==> src/rtl/pe_idx_loader_pkg.sv <==
// -----------------------------------------------------------------------------
// pe_idx_loader_pkg
//   Global parameters for the PE index path, shared by the loader and the AGU.
//   Contents:
//     IDX_W      width of one index field (a packed index word is 2*IDX_W)
//     bw()       address width needed to index a buffer of a given depth
//     MODE_*     AGU mode encodings
//     agu_cmd_t  bundle of the AGU instruction fields
// -----------------------------------------------------------------------------
package pe_idx_loader_pkg;

   localparam int IDX_W = 16;

   // Width of an address covering n entries; never narrower than 1 bit.
   function automatic int bw(input int n);
      return (n <= 1) ? 1 : $clog2(n);
   endfunction

   localparam logic [1:0] MODE_CONV_FWD = 2'b00;
   localparam logic [1:0] MODE_FC_FWD   = 2'b01;
   localparam logic [1:0] MODE_CONV_BWD = 2'b10;
   localparam logic [1:0] MODE_FC_BWD   = 2'b11;

   typedef struct packed {
      logic [1:0] mode;
      logic [7:0] idx_cnt;
      logic [7:0] trip_cnt;
      logic       is_new;
      logic [3:0] pad_code;   // {R,L,D,U}
      logic       cut_y;
   } agu_cmd_t;

endpackage

==> src/rtl/pe_idx_loader_sat_counter.sv <==
// -----------------------------------------------------------------------------
// sat_counter
//   Free-running event counter that sticks at all-ones instead of wrapping.
//   Ports:
//     clk    clock
//     rst    synchronous active-high clear
//     inc    count this cycle
//     count  current value (registered)
// -----------------------------------------------------------------------------
module sat_counter #(
   parameter int W = 32
) (
   input  logic         clk,
   input  logic         rst,
   input  logic         inc,
   output logic [W-1:0] count
);

   always_ff @(posedge clk) begin
      if (rst) begin
         count <= '0;
      end else if (inc && (count != {W{1'b1}})) begin
         count <= count + 1'b1;
      end
   end

endmodule

==> src/rtl/pe_idx_loader.sv <==
// -----------------------------------------------------------------------------
// pe_idx_loader
//   Writer/issuer side of the PE AGU index interface. Takes a layer command and
//   a stream of packed index words, writes the words into the AGU's ping-pong
//   index buffer, then (once the AGU is idle) flips the buffer and pulses
//   start with the latched instruction fields. Loading the next bank overlaps
//   the AGU's run on the current one.
//
//   Optional build macro PE_IDX_LOADER_STALL_CNT_EN adds two saturating
//   32-bit counters: stall_cnt (cycles waiting on a busy AGU) and
//   load_stall_cnt (load cycles with no stream word offered).
//
//   Ports:
//     clk, rst                      clock, synchronous active-high reset
//     cmd_valid/cmd_ready           command handshake
//     cmd_mode..cmd_cut_y           command fields (cmd_idx_cnt = words to load)
//     s_data/s_valid/s_ready        index word stream
//     idx_wr_data/addr/en           index buffer write port
//     switch_idx_buf                one-cycle bank flip pulse
//     start                         one-cycle AGU start pulse
//     mode..cut_y                   AGU instruction fields, held between starts
//     agu_done                      AGU idle level
//     busy                          loader not idle
//     stall_cnt, load_stall_cnt     (macro only) stall counters
// -----------------------------------------------------------------------------
module pe_idx_loader #(
   parameter int IDX_W      = pe_idx_loader_pkg::IDX_W,
   parameter int IDX_DEPTH  = 256,
   parameter int IDX_ADDR_W = pe_idx_loader_pkg::bw(IDX_DEPTH)
) (
   input  logic                  clk,
   input  logic                  rst,
   input  logic                  cmd_valid,
   output logic                  cmd_ready,
   input  logic [1:0]            cmd_mode,
   input  logic [7:0]            cmd_idx_cnt,
   input  logic [7:0]            cmd_trip_cnt,
   input  logic                  cmd_is_new,
   input  logic [3:0]            cmd_pad_code,
   input  logic                  cmd_cut_y,
   input  logic [2*IDX_W-1:0]    s_data,
   input  logic                  s_valid,
   output logic                  s_ready,
   output logic [2*IDX_W-1:0]    idx_wr_data,
   output logic [IDX_ADDR_W-1:0] idx_wr_addr,
   output logic                  idx_wr_en,
   output logic                  switch_idx_buf,
   output logic                  start,
   output logic [1:0]            mode,
   output logic [7:0]            idx_cnt,
   output logic [7:0]            trip_cnt,
   output logic                  is_new,
   output logic [3:0]            pad_code,
   output logic                  cut_y,
   input  logic                  agu_done,
   output logic                  busy
`ifdef PE_IDX_LOADER_STALL_CNT_EN
   ,
   output logic [31:0]           stall_cnt,
   output logic [31:0]           load_stall_cnt
`endif
);

   import pe_idx_loader_pkg::*;

   localparam logic [2:0] S_IDLE     = 3'd0;
   localparam logic [2:0] S_LOAD     = 3'd1;
   localparam logic [2:0] S_WAIT_AGU = 3'd2;
   localparam logic [2:0] S_SWITCH   = 3'd3;
   localparam logic [2:0] S_START    = 3'd4;
   localparam logic [2:0] S_GUARD    = 3'd5;

   logic [2:0] state;
   logic [2:0] state_nxt;
   agu_cmd_t   cmd_q;
   logic [8:0] wcnt;        // one bit wider than idx_cnt so wcnt==cnt is reachable
   logic       cmd_hs;
   logic       s_hs;

   // cmd_ready / s_ready are only ever high in IDLE / LOAD respectively.
   assign cmd_hs = cmd_valid & cmd_ready;
   assign s_hs   = s_valid & s_ready;

   // NOTE: every combinational output gets a default first so no path leaves it
   // unassigned, which is what keeps a latch from being inferred.
   always_comb begin
      state_nxt = state;
      case (state)
         S_IDLE:     if (cmd_hs) state_nxt = (cmd_idx_cnt != 8'd0) ? S_LOAD : S_WAIT_AGU;
         S_LOAD:     if (s_hs && ((wcnt + 9'd1) == {1'b0, cmd_q.idx_cnt})) state_nxt = S_WAIT_AGU;
         S_WAIT_AGU: if (agu_done) state_nxt = S_SWITCH;
         S_SWITCH:   state_nxt = S_START;
         S_START:    state_nxt = S_GUARD;
         // AGU drops done one cycle after start, so done is not trusted here.
         S_GUARD:    state_nxt = S_IDLE;
         default:    state_nxt = S_IDLE;
      endcase
   end

   // All handshake and pulse outputs are registered from the next state, so
   // each is high exactly while the FSM sits in the matching state.
   // NOTE: state is updated with non-blocking assignments so every flop in this
   // block samples the pre-edge values regardless of statement order.
   always_ff @(posedge clk) begin
      if (rst) begin
         state          <= S_IDLE;
         cmd_q          <= '0;
         wcnt           <= '0;
         cmd_ready      <= 1'b0;
         s_ready        <= 1'b0;
         busy           <= 1'b0;
         switch_idx_buf <= 1'b0;
         start          <= 1'b0;
         idx_wr_en      <= 1'b0;
         idx_wr_addr    <= '0;
         idx_wr_data    <= '0;
         mode           <= '0;
         idx_cnt        <= '0;
         trip_cnt       <= '0;
         is_new         <= 1'b0;
         pad_code       <= '0;
         cut_y          <= 1'b0;
      end else begin
         state          <= state_nxt;
         cmd_ready      <= (state_nxt == S_IDLE);
         s_ready        <= (state_nxt == S_LOAD);
         busy           <= (state_nxt != S_IDLE);
         switch_idx_buf <= (state_nxt == S_SWITCH);
         start          <= (state_nxt == S_START);
         idx_wr_en      <= s_hs;

         if (cmd_hs) begin
            cmd_q <= '{mode: cmd_mode, idx_cnt: cmd_idx_cnt, trip_cnt: cmd_trip_cnt,
                       is_new: cmd_is_new, pad_code: cmd_pad_code, cut_y: cmd_cut_y};
            wcnt  <= '0;
         end

         if (s_hs) begin
            idx_wr_addr <= wcnt[IDX_ADDR_W-1:0];
            idx_wr_data <= s_data;
            wcnt        <= wcnt + 9'd1;
         end

         // Instruction fields change only together with the start pulse.
         if (state_nxt == S_START) begin
            mode     <= cmd_q.mode;
            idx_cnt  <= cmd_q.idx_cnt;
            trip_cnt <= cmd_q.trip_cnt;
            is_new   <= cmd_q.is_new;
            pad_code <= cmd_q.pad_code;
            cut_y    <= cmd_q.cut_y;
         end
      end
   end

`ifdef PE_IDX_LOADER_STALL_CNT_EN
   logic stall_inc;
   logic load_stall_inc;

   assign stall_inc      = (state == S_WAIT_AGU) && !agu_done;
   assign load_stall_inc = (state == S_LOAD) && !s_valid;

   sat_counter #(.W(32)) u_stall_cnt (
      .clk   (clk),
      .rst   (rst),
      .inc   (stall_inc),
      .count (stall_cnt)
   );

   sat_counter #(.W(32)) u_load_stall_cnt (
      .clk   (clk),
      .rst   (rst),
      .inc   (load_stall_inc),
      .count (load_stall_cnt)
   );
`endif

endmodule

==> config.mk <==
export PLATFORM = sky130hd
export DESIGN_NAME = pe_idx_loader
export DESIGN_NICKNAME = d
export VERILOG_FILES = /design/src/rtl/pe_idx_loader_pkg.sv /design/src/rtl/pe_idx_loader_sat_counter.sv /design/src/rtl/pe_idx_loader.sv
export SDC_FILE = /design/constraint.sdc
export NUM_CORES = 1
export LEC_CHECK = 0
export CORE_MARGIN = 4
export CORE_UTILIZATION = 35
export DETAILED_ROUTE_END_ITERATION = 7
export DONT_BUFFER_PORTS = 1
export GPL_ROUTABILITY_DRIVEN = 0
export GPL_TIMING_DRIVEN = 0
export MAX_ROUTING_LAYER = met4
export SLEW_MARGIN = 20
export SYNTH_ARGS = -nofsm -noshare
export SYNTH_HDL_FRONTEND = slang
export SYNTH_SLANG_ARGS = --single-unit
==> constraint.sdc <==
create_clock -name clk -period 3.2 [get_ports clk]
set_input_delay 0.64 -clock clk [delete_from_list [all_inputs] [get_ports clk]]
set_output_delay 0.64 -clock clk [all_outputs]
set_load 0.02 [all_outputs]
==> reports/qor.yml <==
run_status:
  status: "finished clean"
final_layout:
  fin_cells: 682
  post-route-util_pct: 40.2
  multiInputGateArea_sq_mm: 0.00178
  drive_above_1_share_pct: 3.90
  areaGrowthSynthToFinish_pct: 12.5
  final-seq-area_sq_mm: 0.00212
  antenna_cells: 0
  final_nets: 596
  fillers: 1199
routing:
  wl_um: 10700
  wl_per_cell_um: 15.7
  vias: 3551
  drc: 0
  ant_nets: 0
  drtPass1Iterations: 4
  drt-initial-drc-count: 286
  viasPerCell: 5.21
place:
  dp_hpwl_um: 7930
  dp.cells: 666
  post-place-ws_ps: 658
  io_buffers: 0
min_path:
  min_from: "s_data[9]"
  hp-class: "input pin to flop"
  hold_path_end: "idx_wr_data[9]"
  hold_path_depth: 2
sta:
  skew_ps: 8.71
  relSlewSlack_pct: 55.9
  period_needed_ps: 2560
  slew_viol_final: 0
  final_hold_viol_count: 0
  clock.fmax_mhz: 391
  tightest_slew_ps: 661
  finalCritPeriodShare_pct: 80.0
  fin_ws_ps: 640
  setup_viol: 0
  fin_setup_tns_ps: 0
  rsz0062_at_grt: "no"
synth:
  synth-edff-count: 0
  synthMuxAreaShare_pct: 0.247
  synth_compound_area_share_pct: 16.2
  synth_top_family_by_area: "simple AND/OR/NAND/NOR gates"
  synth_cells: 523
  synth.avg_cell_area_sq_um: 7.76
  synth_cell_types: 39
  synthArstFlopShare_pct: 0
  ys_seq_area_share_pct: 52.3
  synthesis.area_sq_mm: 0.00406
  synth-seq-cells: 106
  synth_fa_ha_area_share_pct: 0.308
  synthSimpleGateAreaFrac_pct: 25.4
  synth_nets: 585
  ys_warn_count: 0
  synth-xor-area-share_pct: 1.73
  ys.flop_type: "dfxtp_1"
grt:
  grt_max_degree: 18
  antenna_found_initial: 0
  grt_most_used_layer: "met2"
  use_met2_pct: 26.0
  track_usage_pct: 16.7
  grt_overflow: 0
  grt_pass1_vias: 3518
  grt_pass1_wl_um: 17100
  globalRouteMet3Util_pct: 5.69
  gr-usage-met1_pct: 20.0
clock_tree:
  cts_buffers: 9
  path_clk_slew_ps: 70
  cts-root-buf: "clkbuf_16"
  clkSinkCount: 106
  htree_levels: 3
  cts_tree: "built"
  post_cts_buffers: 0
  clockBufferDepth: 2
  postCtsResizedCells: 0
  clock_latency_ps: 350
  ctsHoldBuffers: 0
critical_path:
  reg2reg_depth: 6
  cp.arrival_ps: 2820
  cp-start-kind: "flop"
  end_kind: "flop"
  r2r-start: "wcnt[1]"
  r2r_setup_slack_ps: 640
  r2r-end: "switch_idx_buf"
  cp.required_ps: 3460
  critPathMaxFanout: 8
  path_class: "flop to flop"
pwr:
  power_density_mw_per_mm2: 602
  ir_drop_v: 0.000276
  p_total_mw: 2.75
  leakage_nw: 1.49
floorplanning:
  core_area_sq_mm: 0.0114
  die_h_um: 116
  io_pins: 131
  initial_utilization_pct: 35.7
  die_w_um: 116
  num_rows: 39
  fp.dieArea_sq_mm: 0.0134
run:
  drv_cap: 0
how the worst max path moves through the flow:
| stage | end | slack, ps | from |
|---|---|---|---|
| final | switch_idx_buf | 640 | wcnt[1] |
| after global routing | switch_idx_buf | 460 | wcnt[1] |
| after CTS | switch_idx_buf | 650 | wcnt[1] |
| after detailed placement | s_ready | 660 | wcnt[1] |
| after global placement | switch_idx_buf | 680 | wcnt[1] |
| after floorplan | s_ready | 970 | wcnt[1] |
metal layers:
layer  wire (um)  part of all wire (%)
met1        4560                    43
met2        4770                    45
met3        1150                    11
met4         198                   1.9
met5           0                     0
critical path: stages (launching register included):
cell and delay [ps]:
dfxtp_1 460, ha_1 380, nand2_1 130, or3_1 390
a2111oi_0 380, or4b_1 520, a21oi_1 220
synth_stat cells, types with 3 or more instances:
| cell type | n | area, sq um |
|---|---|---|
| a21oi_1 | 102 | 510 |
| a31oi_1 | 4 | 25.0 |
| and2_1 | 4 | 25.0 |
| and3_1 | 4 | 25.0 |
| clkbuf_1 | 36 | 135 |
| dfxtp_1 | 106 | 2120 |
| nand2_1 | 184 | 691 |
| nand2b_1 | 3 | 18.8 |
| nand3_1 | 4 | 20.0 |
| nor2_1 | 19 | 71.3 |
| o21ai_0 | 11 | 55.1 |
| or4_1 | 4 | 30.0 |
| xnor2_1 | 5 | 43.8 |
| xor2_1 | 3 | 26.3 |
where the power goes:
part / internal, mW / switching (mW)
Clock: 0.713 / 0.488
Combinational: 0.0456 / 0.101
Sequential: 1.35 / 0.0483
Total: 2.11 / 0.637
area by class of cell:
cell class | count | share of cell area (%)
Sequential cell | 106 | 46.5
Tap cell | 143 | 3.92
Clock inverter | 5 | 1.89
Clock buffer | 11 | 5.31
Inverter | 2 | 0.164
Multi-Input combinational cell | 377 | 39.0
Buffer | 38 | 3.29
flip-flops by register name (all words and copies together), names as in the netlist, 2 cells and up:
register,flops
cmd_q,24
idx_cnt,8
idx_wr_addr,8
idx_wr_data,32
mode,2
pad_code,4
state,3
trip_cnt,8
wcnt,9
logic make-up (layout without fill, tap and decap cells):
| logic type | after synthesis | in the layout |
|---|---|---|
| AND/OR/NAND/NOR | 242 | 242 |
| AO/OA/AOI/OAI | 125 | 125 |
| flip-flops | 106 | 106 |
| buffers and inverters | 40 | 56 |
| XOR/XNOR | 8 | 8 |
| adder cells (fa/ha/maj) | 1 | 1 |
| multiplexers | 1 | 1 |
through the flow:
step | cell area (sq um) | hold WS, ps
global route | 4570 | 410
CTS | 4570 | 402
detailed placement | 4240 | 444
global placement | 4240 | 436
floorplan | 4060 | 432
finish | 4570 | 423
cell usage in the layout, fill, tap and decap left out, types with 5 or more instances in the layout:
master	count
nand2_1	184
a21oi_1	102
dfxtp_1	106
nor2_1	19
clkbuf_16	9
o21ai_0	11
clkbuf_1	37
xnor2_1	5
Note: power is estimated with default switching activity, not from simulation.
==> variant (same settings) <==
The parameter `IDX_DEPTH` goes from 256 to 512.
--- a/src/rtl/pe_idx_loader.sv
+++ b/src/rtl/pe_idx_loader.sv
@@ -25,7 +25,7 @@
 // -----------------------------------------------------------------------------
 module pe_idx_loader #(
    parameter int IDX_W      = pe_idx_loader_pkg::IDX_W,
-   parameter int IDX_DEPTH  = 256,
+   parameter int IDX_DEPTH  = 512,
    parameter int IDX_ADDR_W = pe_idx_loader_pkg::bw(IDX_DEPTH)
 ) (
    input  logic                  clk,
Ports: changed (resized idx_wr_addr); port bits go from 131 to 132. No check against the original RTL was run, so the function may have changed too.
==> variant against the original RTL <==
  * Count of clock-buffer cells in the layout is 1 lower
  * Power up 2.8%
  * Synthesized area is 1.4% higher
  * Highest routed layer unchanged
  * Sequential cell count rose by 1
  * Setup slack improved by 0.50 ns
  * Critical path type unchanged
  * Routed wire length is 0.91% lower
  * Synthesized cell count decreased by 0.19%
  * Design area grew 1.7%
  * Fmax grew 24%
==> variant: results (changes against the original RTL) <==
| Metric | Value |
|---|---|
| Result of the run | `finished, final reports clean` |
| Met1 layer wirelength in the final routing | `4.31 mm (-5.4%)` |
| Sequential element share of the synthesized area | `52.1% (-0.21 points)` |
| Placed Instances | `665 (-0.15%)` |
| Leak Pwr | `1.54 nW (+3.4%)` |
| Critical path data arrival time | `2.30 ns (-0.52 ns)` |
| M3 GR Usage | `7.05% (+1.4 points)` |
| Crit-path max FO | `7 (-1)` |
| CP top delay family | `compound AO/OA/AOI/OAI gates` |
| End of the worst hold path | `idx_wr_data[13]` |
| Final instance count without filler cells | `681 (-0.15%)` |
| Largest registers | `idx_wr_data (32), cmd_q (24)` |
| Cells after synthesis | `522 (-0.19%)` |
| Post-place setup slack | `1.17 ns (+0.510 ns)` |
| Transition time at the pin with the least slew margin | `0.594 ns (-0.0674 ns)` |
| Detailed router's first-iteration violation count | `188 (-34%)` |
| Fill cells | `1217 (+1.5%)` |
| Top cells by count, synth | `191 x sky130_fd_sc_hd__nand2_1, 107 x sky130_fd_sc_hd__dfxtp_1, 98 x sky130_fd_sc_hd__a21oi_1` |
| Launching instance or port of the critical path | `wcnt[0]` |
| Routed via count divided by cell count | `5.06 (-2.8%)` |
| Max IR drop VDD | `0.000376 V (+36%)` |
| Post-DP HPWL | `8.00 mm (+0.91%)` |
| Share of cells above drive strength 1 | `6.32% (+2.4 points)` |
| WL met2 | `4.90 mm (+2.8%)` |
| Count of nets after finishing | `595 (-0.17%)` |
==> variant: area by class of cell <==
type | count | share of cell area [%]
Tap cell | 143 | 3.85
Buffer | 37 | 3.61
Multi-Input combinational cell | 378 | 38.9
Clock inverter | 6 | 2.42
Sequential cell | 107 | 46.1
Clock buffer | 10 | 5.14
==> variant: power by group through the flow <==
| stage | clock network, mW | registers (mW) | logic [mW] |
|---|---|---|---|
| floorplan | 0 | 1.44 | 0.114 |
| global placement | 0 | 1.45 | 0.145 |
| detailed placement | 0 | 1.45 | 0.149 |
| CTS | 1.30 | 1.42 | 0.150 |
| global route | 1.36 | 1.42 | 0.170 |
| finish | 1.26 | 1.42 | 0.149 |
==> variant: kinds of logic (layout without fill, tap and decap cells) <==
kind of cell / count (synthesis) / after routing / synth area share, %
fa+ha+maj: 1 / 1 / 0.304
xor+xnor: 8 / 8 / 1.70
flops: 107 / 107 / 52.1
simple gates: 247 / 247 / 25.3
buf+inv: 37 / 53 / 4.07
compound gates: 121 / 121 / 16.4
mux: 1 / 1 / 0.243
